## config.mk

```make
export PLATFORM = sky130hd
export DESIGN_NAME = sevenseg_scan_decoder
export DESIGN_NICKNAME = d
export VERILOG_FILES = /design/src/rtl/sevenseg_pkg.sv /design/src/rtl/sevenseg_settle.sv /design/src/rtl/sevenseg_scan_decoder.sv
export SDC_FILE = /design/constraint.sdc
export NUM_CORES = 1
export LEC_CHECK = 0
export CORE_MARGIN = 2
export CORE_UTILIZATION = 40
export DETAILED_ROUTE_END_ITERATION = 10
export DONT_BUFFER_PORTS = 1
export GPL_TIMING_DRIVEN = 0
export REMOVE_ABC_BUFFERS = 1
export SLEW_MARGIN = 20
export SYNTH_ARGS = -nofsm -noshare
export SYNTH_HDL_FRONTEND = slang
export SYNTH_SLANG_ARGS = --single-unit
```

## constraint.sdc

```tcl
create_clock -name CLK100MHZ -period 3.2 [get_ports CLK100MHZ]
set_clock_uncertainty 0.15 [all_clocks]
set_input_delay 0.64 -clock CLK100MHZ [delete_from_list [all_inputs] [get_ports CLK100MHZ]]
set_output_delay 0.64 -clock CLK100MHZ [all_outputs]
set_load 0.005 [all_outputs]
```

## src/rtl/sevenseg_pkg.sv

```systemverilog
`default_nettype none
// ============================================================================
// Module   : sevenseg_pkg
// Purpose  : Glyph table, glyph decoder and settle-FSM state encoding shared
//            by the seven-segment scan decoder.
// Revision : 1.0 - initial release
// ============================================================================
package sevenseg_pkg;

    typedef enum logic [1:0] {
        ST_IDLE   = 2'd0,
        ST_SETTLE = 2'd1,
        ST_HOLD   = 2'd2
    } settle_state_t;

    typedef struct packed {
        logic       legal;
        logic [3:0] nibble;
    } glyph_t;

    // Active-low cathode patterns {g,f,e,d,c,b,a}, indexed by hex value.
    localparam logic [6:0] GLYPH_TABLE [16] = '{
        7'h40, 7'h79, 7'h24, 7'h30, 7'h19, 7'h12, 7'h02, 7'h78,
        7'h00, 7'h10, 7'h08, 7'h03, 7'h46, 7'h21, 7'h06, 7'h0E
    };

    function automatic glyph_t glyph_decode(input logic [6:0] seg);
        glyph_t r;
        r.legal  = 1'b0;
        r.nibble = 4'h0;
        for (int i = 0; i < 16; i++) begin
            if (seg == GLYPH_TABLE[i]) begin
                r.legal  = 1'b1;
                r.nibble = 4'(i);
            end
        end
        return r;
    endfunction

    function automatic logic multi_low(input logic [7:0] an);
        logic [7:0] low;
        low = ~an;
        return |(low & (low - 8'd1));
    endfunction

endpackage
`default_nettype wire

```

## src/rtl/sevenseg_settle.sv

```systemverilog
`default_nettype none
// ============================================================================
// Module   : sevenseg_settle
// Purpose  : Synchronises the observed scan and strobes once per pattern that
//            has stayed stable for SETTLE_CYCLES.
// Revision : 1.0 - initial release
// ============================================================================
module sevenseg_settle
    import sevenseg_pkg::*;
#(
    parameter int SETTLE_CYCLES = 4
) (
    input  logic       clk_i,
    input  logic       rst_ni,
    input  logic [7:0] an_i,
    input  logic [6:0] seg_i,
    output logic       eval_o,
    output logic [7:0] an_o,
    output logic [6:0] seg_o,
    output logic       an_active_o
);

    localparam int CNT_W = $clog2(SETTLE_CYCLES + 1);
    localparam logic [CNT_W-1:0] C_THRESH = CNT_W'(SETTLE_CYCLES - 1);

    logic [7:0]       an_s1_q, an_s2_q;
    logic [6:0]       seg_s1_q, seg_s2_q;
    logic [14:0]      pat_q;
    logic [CNT_W-1:0] cnt_q;
    logic             eval_q;
    settle_state_t    state_q;
    logic [14:0]      w_pat;

    assign w_pat = {an_s2_q, seg_s2_q};

    // The entry cycle counts as the first stable cycle, so pat_q is compared
    // against the live pattern from then on.
    always_ff @(posedge clk_i or negedge rst_ni) begin
        if (!rst_ni) begin
            an_s1_q  <= '1;
            an_s2_q  <= '1;
            seg_s1_q <= '1;
            seg_s2_q <= '1;
            pat_q    <= '1;
            cnt_q    <= '0;
            eval_q   <= 1'b0;
            state_q  <= ST_IDLE;
        end else begin
            an_s1_q  <= an_i;
            an_s2_q  <= an_s1_q;
            seg_s1_q <= seg_i;
            seg_s2_q <= seg_s1_q;
            eval_q   <= 1'b0;
            case (state_q)
                ST_IDLE: begin
                    if (!(&an_s2_q)) begin
                        state_q <= ST_SETTLE;
                        pat_q   <= w_pat;
                        cnt_q   <= CNT_W'(1);
                    end
                end
                ST_SETTLE: begin
                    if (&an_s2_q) begin
                        state_q <= ST_IDLE;
                    end else if (w_pat != pat_q) begin
                        pat_q <= w_pat;
                        cnt_q <= CNT_W'(1);
                    end else if (cnt_q >= C_THRESH) begin
                        eval_q  <= 1'b1;
                        state_q <= ST_HOLD;
                    end else begin
                        cnt_q <= cnt_q + CNT_W'(1);
                    end
                end
                ST_HOLD: begin
                    if (&an_s2_q) begin
                        state_q <= ST_IDLE;
                    end else if (w_pat != pat_q) begin
                        state_q <= ST_SETTLE;
                        pat_q   <= w_pat;
                        cnt_q   <= CNT_W'(1);
                    end
                end
                default: state_q <= ST_IDLE;
            endcase
        end
    end

    assign eval_o      = eval_q;
    assign an_o        = pat_q[14:7];
    assign seg_o       = pat_q[6:0];
    assign an_active_o = ~(&an_s2_q);

endmodule
`default_nettype wire

```

## src/rtl/sevenseg_scan_decoder.sv

```systemverilog
`default_nettype none
// ============================================================================
// Module   : sevenseg_scan_decoder
// Purpose  : Recovers the hex value shown on a scanned 8-digit display and
//            reports frames, glyph/anode errors and a stale scan.
// Revision : 1.0 - initial release
// ============================================================================
module sevenseg_scan_decoder
    import sevenseg_pkg::*;
#(
    parameter int SETTLE_CYCLES  = 4,
    parameter int TIMEOUT_CYCLES = 1048576
) (
    input  logic        CLK100MHZ,
    input  logic        CPU_RESETN,
    input  logic [7:0]  AN,
    input  logic [6:0]  segment,
    output logic [31:0] digit_value,
    output logic [7:0]  digit_seen,
    output logic [31:0] frame_value,
    output logic        frame_valid,
    output logic        frame_changed,
    output logic        seg_error,
    output logic        an_error,
    output logic        stale
);

    localparam int TO_W = $clog2(TIMEOUT_CYCLES + 1);
    localparam logic [TO_W-1:0] C_TO_MAX  = TO_W'(TIMEOUT_CYCLES);
    localparam logic [TO_W-1:0] C_TO_LAST = TO_W'(TIMEOUT_CYCLES - 1);

    logic        w_eval, w_an_active, w_multi, w_capture;
    logic [7:0]  w_an_st;
    logic [6:0]  w_seg_st;
    glyph_t      w_glyph;
    logic [31:0] value_q, value_d, frame_value_q;
    logic [7:0]  seen_q, seen_d;
    logic        frame_valid_q, frame_changed_q, have_frame_q;
    logic        seg_err_q, an_err_q, stale_q;
    logic [TO_W-1:0] idle_cnt_q;

    sevenseg_settle #(
        .SETTLE_CYCLES (SETTLE_CYCLES)
    ) u_settle (
        .clk_i       (CLK100MHZ),
        .rst_ni      (CPU_RESETN),
        .an_i        (AN),
        .seg_i       (segment),
        .eval_o      (w_eval),
        .an_o        (w_an_st),
        .seg_o       (w_seg_st),
        .an_active_o (w_an_active)
    );

    assign w_glyph   = glyph_decode(w_seg_st);
    assign w_multi   = multi_low(w_an_st);
    assign w_capture = w_eval && !w_multi && w_glyph.legal;

    // A capture landing on the frame-clear cycle starts the next frame.
    always_comb begin
        value_d = value_q;
        seen_d  = seen_q;
        if (&seen_q) seen_d = '0;
        if (w_capture) begin
            seen_d = seen_d | ~w_an_st;
            for (int i = 0; i < 8; i++) begin
                if (!w_an_st[i]) value_d[4*i +: 4] = w_glyph.nibble;
            end
        end
    end

    always_ff @(posedge CLK100MHZ or negedge CPU_RESETN) begin
        if (!CPU_RESETN) begin
            value_q         <= '0;
            seen_q          <= '0;
            frame_value_q   <= '0;
            frame_valid_q   <= 1'b0;
            frame_changed_q <= 1'b0;
            have_frame_q    <= 1'b0;
            seg_err_q       <= 1'b0;
            an_err_q        <= 1'b0;
            stale_q         <= 1'b0;
            idle_cnt_q      <= '0;
        end else begin
            value_q         <= value_d;
            seen_q          <= seen_d;
            seg_err_q       <= w_eval && !w_multi && !w_glyph.legal;
            an_err_q        <= w_eval && w_multi;
            frame_valid_q   <= 1'b0;
            frame_changed_q <= 1'b0;
            if (&seen_q) begin
                frame_value_q   <= value_q;
                frame_valid_q   <= 1'b1;
                frame_changed_q <= have_frame_q && (value_q != frame_value_q);
                have_frame_q    <= 1'b1;
            end
            if (w_an_active) begin
                idle_cnt_q <= '0;
                stale_q    <= 1'b0;
            end else begin
                if (idle_cnt_q != C_TO_MAX) idle_cnt_q <= idle_cnt_q + TO_W'(1);
                if (idle_cnt_q >= C_TO_LAST) stale_q <= 1'b1;
            end
        end
    end

    assign digit_value   = value_q;
    assign digit_seen    = seen_q;
    assign frame_value   = frame_value_q;
    assign frame_valid   = frame_valid_q;
    assign frame_changed = frame_changed_q;
    assign seg_error     = seg_err_q;
    assign an_error      = an_err_q;
    assign stale         = stale_q;

endmodule
`default_nettype wire

```

==> reports/qor.txt, run 1 <==
CTS root buffer = clkbuf_16
Overall routing resource usage = 16.8%
FF+latch count, synth = 150
Routed WL = 14.9 mm
Synth Area per Inst = 11.1 sq um
Vias/cell = 5.49
Global route overflow = 0
RSZ-0062 raised after global routing = false
Rows = 48
Endpoints failing setup = 0
Placer Congestion = 0.816
CP endpoint kind = flip-flop
Status = finished, violations left
Layout area overhead = 11.3%
Worst-path clk slew = 0.06 ns
Synthesized area = 0.00690 sq mm
Worst hold slack = -0.243 ns
Top Ports = 94
Placed Area = 0.00706 sq mm
CP Class = reg2reg
P_int = 3.64 mW
Detailed Routing Iterations Pass 1 = 7
P per Cell Area = 656 mW/mm^2
Period minus WS final = 2.98 ns
Diode count = 0
Final Non-Filler Cells = 845
Rel. slew slack = 33.1%
Chip width = 135 microns
H-tree levels = 4
Placed insts = 813
Most common cell after layout, fill and taps aside = nand2_1
Number of synthesized flops with an enable pin = 0
Reg2reg setup slack = 0.22 ns
Clock sinks = 150
Syn Inst Count = 620
Async S/R FF share, synth = 100%
Global-route wire length before repair = 24.0 mm
Met3 Routed Length = 892 microns
DRC violations left = 0
Peak supply drop = 0.000428 V
Clk Latency, worst-skew pair = 0.42 ns
Clk pwr share = 40.9%
Most frequent cells in the layout = nand2_1, dfrtp_1, xnor2_1
Core area = 0.0171 sq mm
Post_cts resized = 0
Switching power = 1.40 mW
Critical Path AT = 3.12 ns
Critical path launch point type = flip-flop
Sequential share of power = 47.3%
Post-CTS Setup Bufs = 0
Slack of the critical path = 0.224 ns
Port Buf Inserts = 0
Vias = 4,641
Slew @ Worst Pin = 0.997 ns
Ys flop type = dfrtp_1
Top sig layer = met4
Post-placement setup slack = 0.250 ns
Initial DRC count = 331
FMAX = 336 MHz
Final hold viol count = 105
Max cap viols = 0
Wire length on met2 = 7.17 mm
Sequential share of the synthesized area = 55.2%
CTS Buffer Depth = 2
Final core utilization = 45.0%
Layout cells sized above 1 = 22.1%
Initial antenna violation count = 0
Fin area = 0.00768 sq mm
Routed Antenna Nets = 0
Yosys Warn Count = 0
Initial core utilization = 40.5%
Final period utilization = 93.0%
Met1 WL = 6.68 mm
Die H = 135 microns
Vias in the first global route = 4,562
CTS Buf Count = 17
Hpwl dp = 10.2 mm
Worst Hold Class = in2async
Worst EP required = 3.35 ns
Leakage Power = 3.33 nW
Failing checks = hold timing
Largest net degree at the start of global routing = 151
Crit path max fanout = 42
Comb power frac = 11.8%
Synth cell types = 63
WL per Instance = 17.7 microns
TritonCTS clock tree = done
Final nets = 632
Die area = 0.0183 sq mm
Switch share = 27.8%
Count of pins over their slew limit = 0
critical path, cell delays in order (launching register included):
cell and delay (ns):
dfrtp_1 0.43, nand4_1 0.14, or2_2 0.65, clkinv_1 1.03, nand2_1 0.34, nand2_1 0.10
flip-flops by register name (all words and copies together), names as in the netlist:
signal             cells
frame_changed          1
u_settle.an_s2_q       8
idle_cnt_q            21
stale                  1
u_settle.seg_s1_q      7
have_frame_q           1
u_settle.cnt_q         3
an_error               1
digit_seen             8
u_settle.state_q       2
frame_value           32
u_settle.eval_o        1
seg_error              1
u_settle.seg_s2_q      7
digit_value           32
frame_valid            1
u_settle.pat_q        15
u_settle.an_s1_q       8
power groups by stage:
| stage | registers, mW | clock network, mW | logic [mW] |
|---|---|---|---|
| 2_1_floorplan | 2.30 | 0 | 0.495 |
| 3_3_place_gp | 2.39 | 0 | 0.556 |
| 3_5_place_dp | 2.41 | 0 | 0.592 |
| 4_1_cts | 2.38 | 2.11 | 0.593 |
| 5_1_grt | 2.41 | 2.19 | 0.651 |
| 6_report | 2.38 | 2.06 | 0.593 |
per-stage QoR:
stage	total power [mW]	TNS [ns]
2_1_floorplan	2.79	0
3_3_place_gp	2.95	-17.73
3_5_place_dp	3.00	0
4_1_cts	5.08	0
5_1_grt	5.25	0
6_report	5.04	0
path summary, 6_finish.rpt:
check,start,end,cells past startpoint
max,digit_seen[5],frame_value[15],5
min,CPU_RESETN,frame_value[5],0
max reg2reg,digit_seen[5],frame_value[15],5
min reg2reg,u_settle.an_s1_q[5],u_settle.an_s2_q[5],0
max in group asynchronous,CPU_RESETN,u_settle.an_s1_q[7],0
min in group CLK100MHZ,segment[4],u_settle.seg_s1_q[4],0
cells in the mapped netlist (5+ instances only):
cell type	n	area, sq um
nand2_1	108	405
dfrtp_1	105	2630
xnor2_1	58	508
dfstp_2	45	1180
nor2_1	28	105
clkbuf_1	21	78.8
nand4_1	19	119
nand3_1	17	85.1
o22a_2	16	160
mux2_2	15	169
a21oi_1	14	70.1
nor3_1	13	65.1
a21o_1	11	82.6
buf_2	10	50.1
inv_1	10	37.5
mux2_4	9	135
o21ai_0	9	45.0
a311oi_2	8	120
ha_1	8	100
nor4_1	8	50.1
o22a_1	8	70.1
or3_1	6	37.5
xor2_1	6	52.6
and4_1	5	43.8
nand2b_1	5	31.3
cells by family after synthesis:
logic type | synth area share [%]
fa+ha+maj | 1.60
simple gates | 15.9
mux | 4.69
buf+inv | 2.68
xor+xnor | 8.12
compound gates | 11.9
flops | 55.2
layer usage:
metal	track usage, %	up-vias
met2	27.0	112
met5	0	-
met3	4.56	14
met1	21.9	2360
met4	6.37	0
li1	-	2155
cell type report:
type	count	area [sq um]
Clock buffer	21	514
Clock inverter	11	104
Fill cell	1559	9380
Inverter	11	41.3
Multi-Input combinational cell	426	2920
Sequential cell	150	3810
Tap cell	225	282
Timing Repair Buffer	1	7.51
(Power assumes the default switching activity.)
==> run 2, diff against run 1 <==
--- a/config.mk
+++ b/config.mk
@@ -6,12 +6,14 @@
 export NUM_CORES = 1
 export LEC_CHECK = 0
 export CORE_MARGIN = 2
-export CORE_UTILIZATION = 40
+export CORE_UTILIZATION = 60
 export DETAILED_ROUTE_END_ITERATION = 10
 export DONT_BUFFER_PORTS = 1
 export GPL_TIMING_DRIVEN = 0
+export PLACE_DENSITY = 0.76
 export REMOVE_ABC_BUFFERS = 1
 export SLEW_MARGIN = 20
 export SYNTH_ARGS = -nofsm -noshare
 export SYNTH_HDL_FRONTEND = slang
+export SYNTH_HIERARCHICAL = 1
 export SYNTH_SLANG_ARGS = --single-unit
==> run 2 against run 1 <==
  * Maximum frequency down 0.38%
  * Worst hold slack better by 0.013 ns
  * Via count down 3.2%
  * Die area down 31%
  * Critical path type unchanged
  * Routed wire length down 8.6%
  * The flow still finishes with violations (hold timing)
  * Critical path depth down 1
  * Design area up 0.29%
  * Largest cell class unchanged
  * Register-to-register slack about the same
==> reports/qor.txt, run 2 <==
Status = finished, violations left
Failing checks = hold timing
CP Class = reg2reg
Setup TNS = 0 ns
Number of synthesized flops with an enable pin = 0
Rel. slew slack = 29.0%
Placed insts = 719
Placer Congestion = 0.781
Layout cells sized above 1 = 22.0%
Period minus WS final = 2.99 ns
Crit. Startpoint = u_settle/pat_q[1]
WL per Instance = 18.2 microns
Worst Hold Class = in2async
Worst R2R Path Depth = 4
Kind of cell adding the most delay to the critical path = simple AND/OR/NAND/NOR gates
Hpwl dp = 9.09 mm
Port Buf Inserts = 0
Crit-path cells = nand2b_1 -> or4_1 -> a311oi_4 -> mux2_2
Async S/R FF share, synth = 100%
RSZ-0062 raised after global routing = false
Crit path depth = 4
Origin of the critical flop-to-flop path = u_settle/pat_q[1]
Yosys Warn Count = 6
Clock sinks = 150
Worst EP required = 3.35 ns
Endpoints failing setup = 0
Initial antenna violation count = 0
Final nets = 620
Layout area overhead = 9.38%
Peak supply drop = 0.000598 V
FF+latch count, synth = 150
P per Cell Area = 665 mW/mm^2
Layout fillers = 859
DRC violations left = 0
Slew @ Worst Pin = 1.06 ns
Critical Path AT = 3.14 ns
CTS Buffer Depth = 2
Synth cell types = 69
Routed Antenna Nets = 0
Post-placement setup slack = 0.195 ns
Worst-path clk slew = 0.06 ns
Final period utilization = 93.4%
Clk Latency, worst-skew pair = 0.42 ns
Synth area leaders = dfrtp_1, dfstp_2, xnor2_1
Synthesized area = 0.00704 sq mm
Leakage Power = 3.39 nW
H-tree levels = 4
Synth Area per Inst = 11.7 sq um
Crit path max fanout = 17
Final Non-Filler Cells = 751
Ys flop type = dfrtp_1
Initial DRC count = 321
Core area = 0.0114 sq mm
Most common cell in the netlist = dfrtp_1
Sequential share of the synthesized area = 54.1%
Post-CTS Setup Bufs = 0
Reg2reg setup slack = 0.21 ns
CP endpoint kind = flip-flop
Rows = 39
Most common cell after layout, fill and taps aside = dfrtp_1
Cell taking the most area after synthesis = dfrtp_1
Final core utilization = 67.5%
CP max-delay cell = or4_1
Synth top area share = 37.3%
Worst hold slack = -0.230 ns
Slack of the critical path = 0.212 ns
Detailed Routing Iterations Pass 1 = 4
Initial core utilization = 61.7%
Crit path buffers/inverters = 0
Die H = 112 microns
Critical path launch point type = flip-flop
Top Ports = 94
Count of pins over their slew limit = 0
CTS root buffer = clkbuf_16
Overall routing resource usage = 23.0%
Chip width = 112 microns
Vias = 4,494
Global-route wire length before repair = 22.7 mm
CTS Buf Count = 17
Diode count = 0
Global route overflow = 0
Syn Inst Count = 600
Die area = 0.0126 sq mm
Vias/cell = 5.98
TritonCTS clock tree = done
Final hold viol count = 135
Max cap viols = 0
FMAX = 335 MHz
Most frequent cells in the layout = dfrtp_1, nand2_1, xnor2_1
Post_cts resized = 0
Reg2reg end = digit_value[9]
Routed WL = 13.6 mm
Largest net degree at the start of global routing = 151
Synth top cells by count = dfrtp_1, nand2_1, xnor2_1
Vias in the first global route = 4,485
Critical Path Max Stage Delay = 0.87 ns
Critical Path End = digit_value[9]
-- run 2: cell types whose count changed in the layout (fill, tap and decap cells not counted), moves of 8 or more --
cell	before	now
nand2_1	108	99
a311oi_2	8	0
o22a_1	8	0
o21ai_0	9	18
o22a_2	16	0
mux2_2	15	26
xor2_1	6	15
-- run 2: power by group --
group | internal [mW] | switching, mW | total (mW)
registers | 2.08 | 0.284 | 2.36
clock network | 1.31 | 0.752 | 2.06
logic | 0.353 | 0.348 | 0.701
-- run 2: worst min-delay path by stage --
stage | startpoint | end | slack [ns] | cells after the start
finish | CPU_RESETN | frame_value[1] | -0.23 | 0
global route | CPU_RESETN | frame_value[22] | -0.25 | 0
CTS | CPU_RESETN | frame_value[2] | -0.25 | 0
detailed placement | CPU_RESETN | frame_value[0] | 0.20 | 0
global placement | CPU_RESETN | frame_value[12] | 0.20 | 0
floorplan | CPU_RESETN | an_error | 0.19 | 0
-- run 2: logic make-up (layout without fill, tap and decap cells) --
kind of cell / after synthesis / count (layout) / synth area share, %
adders and majority gates: 9 / 9 / 1.56
buffers and inverters: 42 / 50 / 3.06
DFF: 150 / 150 / 54.1
and+or+nand+nor: 212 / 212 / 15.1
xor gates and xnor gates: 67 / 67 / 8.33
muxes: 40 / 40 / 6.91
AOI/OAI and AO/OA: 80 / 80 / 10.9
-- run 2: per-layer routing --
layer  global-route usage (%)  wire (microns)
met1                     29.0            5790
met2                     37.6            6710
met3                     6.86             832
met4                     8.70             305
met5                        0               0
-- run 2: layout make-up --
type	instances	area (sq um)	area share, %
inverter	18	67.6	0.877
tap	143	179	2.32
multi-input combinational	408	3020	39.2
sequential	150	3810	49.5
clock buffer	23	520	6.76
clock inverter	9	109	1.41
-- run 2: stage by stage --
| step | total power [mW] | hold slack, ns | instance area, sq um |
|---|---|---|---|
| global route | 5.33 | -0.253 | 7700 |
| CTS | 5.15 | -0.253 | 7700 |
| global placement | 3.04 | 0.196 | 7070 |
| detailed placement | 3.09 | 0.197 | 7070 |
| floorplan | 2.91 | 0.194 | 6900 |
| finish | 5.12 | -0.230 | 7700 |
==> run 3, diff against run 2 <==
==> constraint.sdc (replaced) <==
create_clock -name CLK100MHZ -period 3.2 [get_ports CLK100MHZ]
set_clock_uncertainty 0.15 [all_clocks]
set_input_delay 0.8 -clock CLK100MHZ [delete_from_list [all_inputs] [get_ports CLK100MHZ]]
set_output_delay 0.8 -clock CLK100MHZ [all_outputs]
set_load 0.005 [all_outputs]
==> results of run 3 <==
The final DEF is identical to that of run 2. Status: finished, violations left: hold timing.
Main changes from that run: hold slack -0.230 ns -> -0.0696 ns; number of hold violations in the final report 135 -> 105
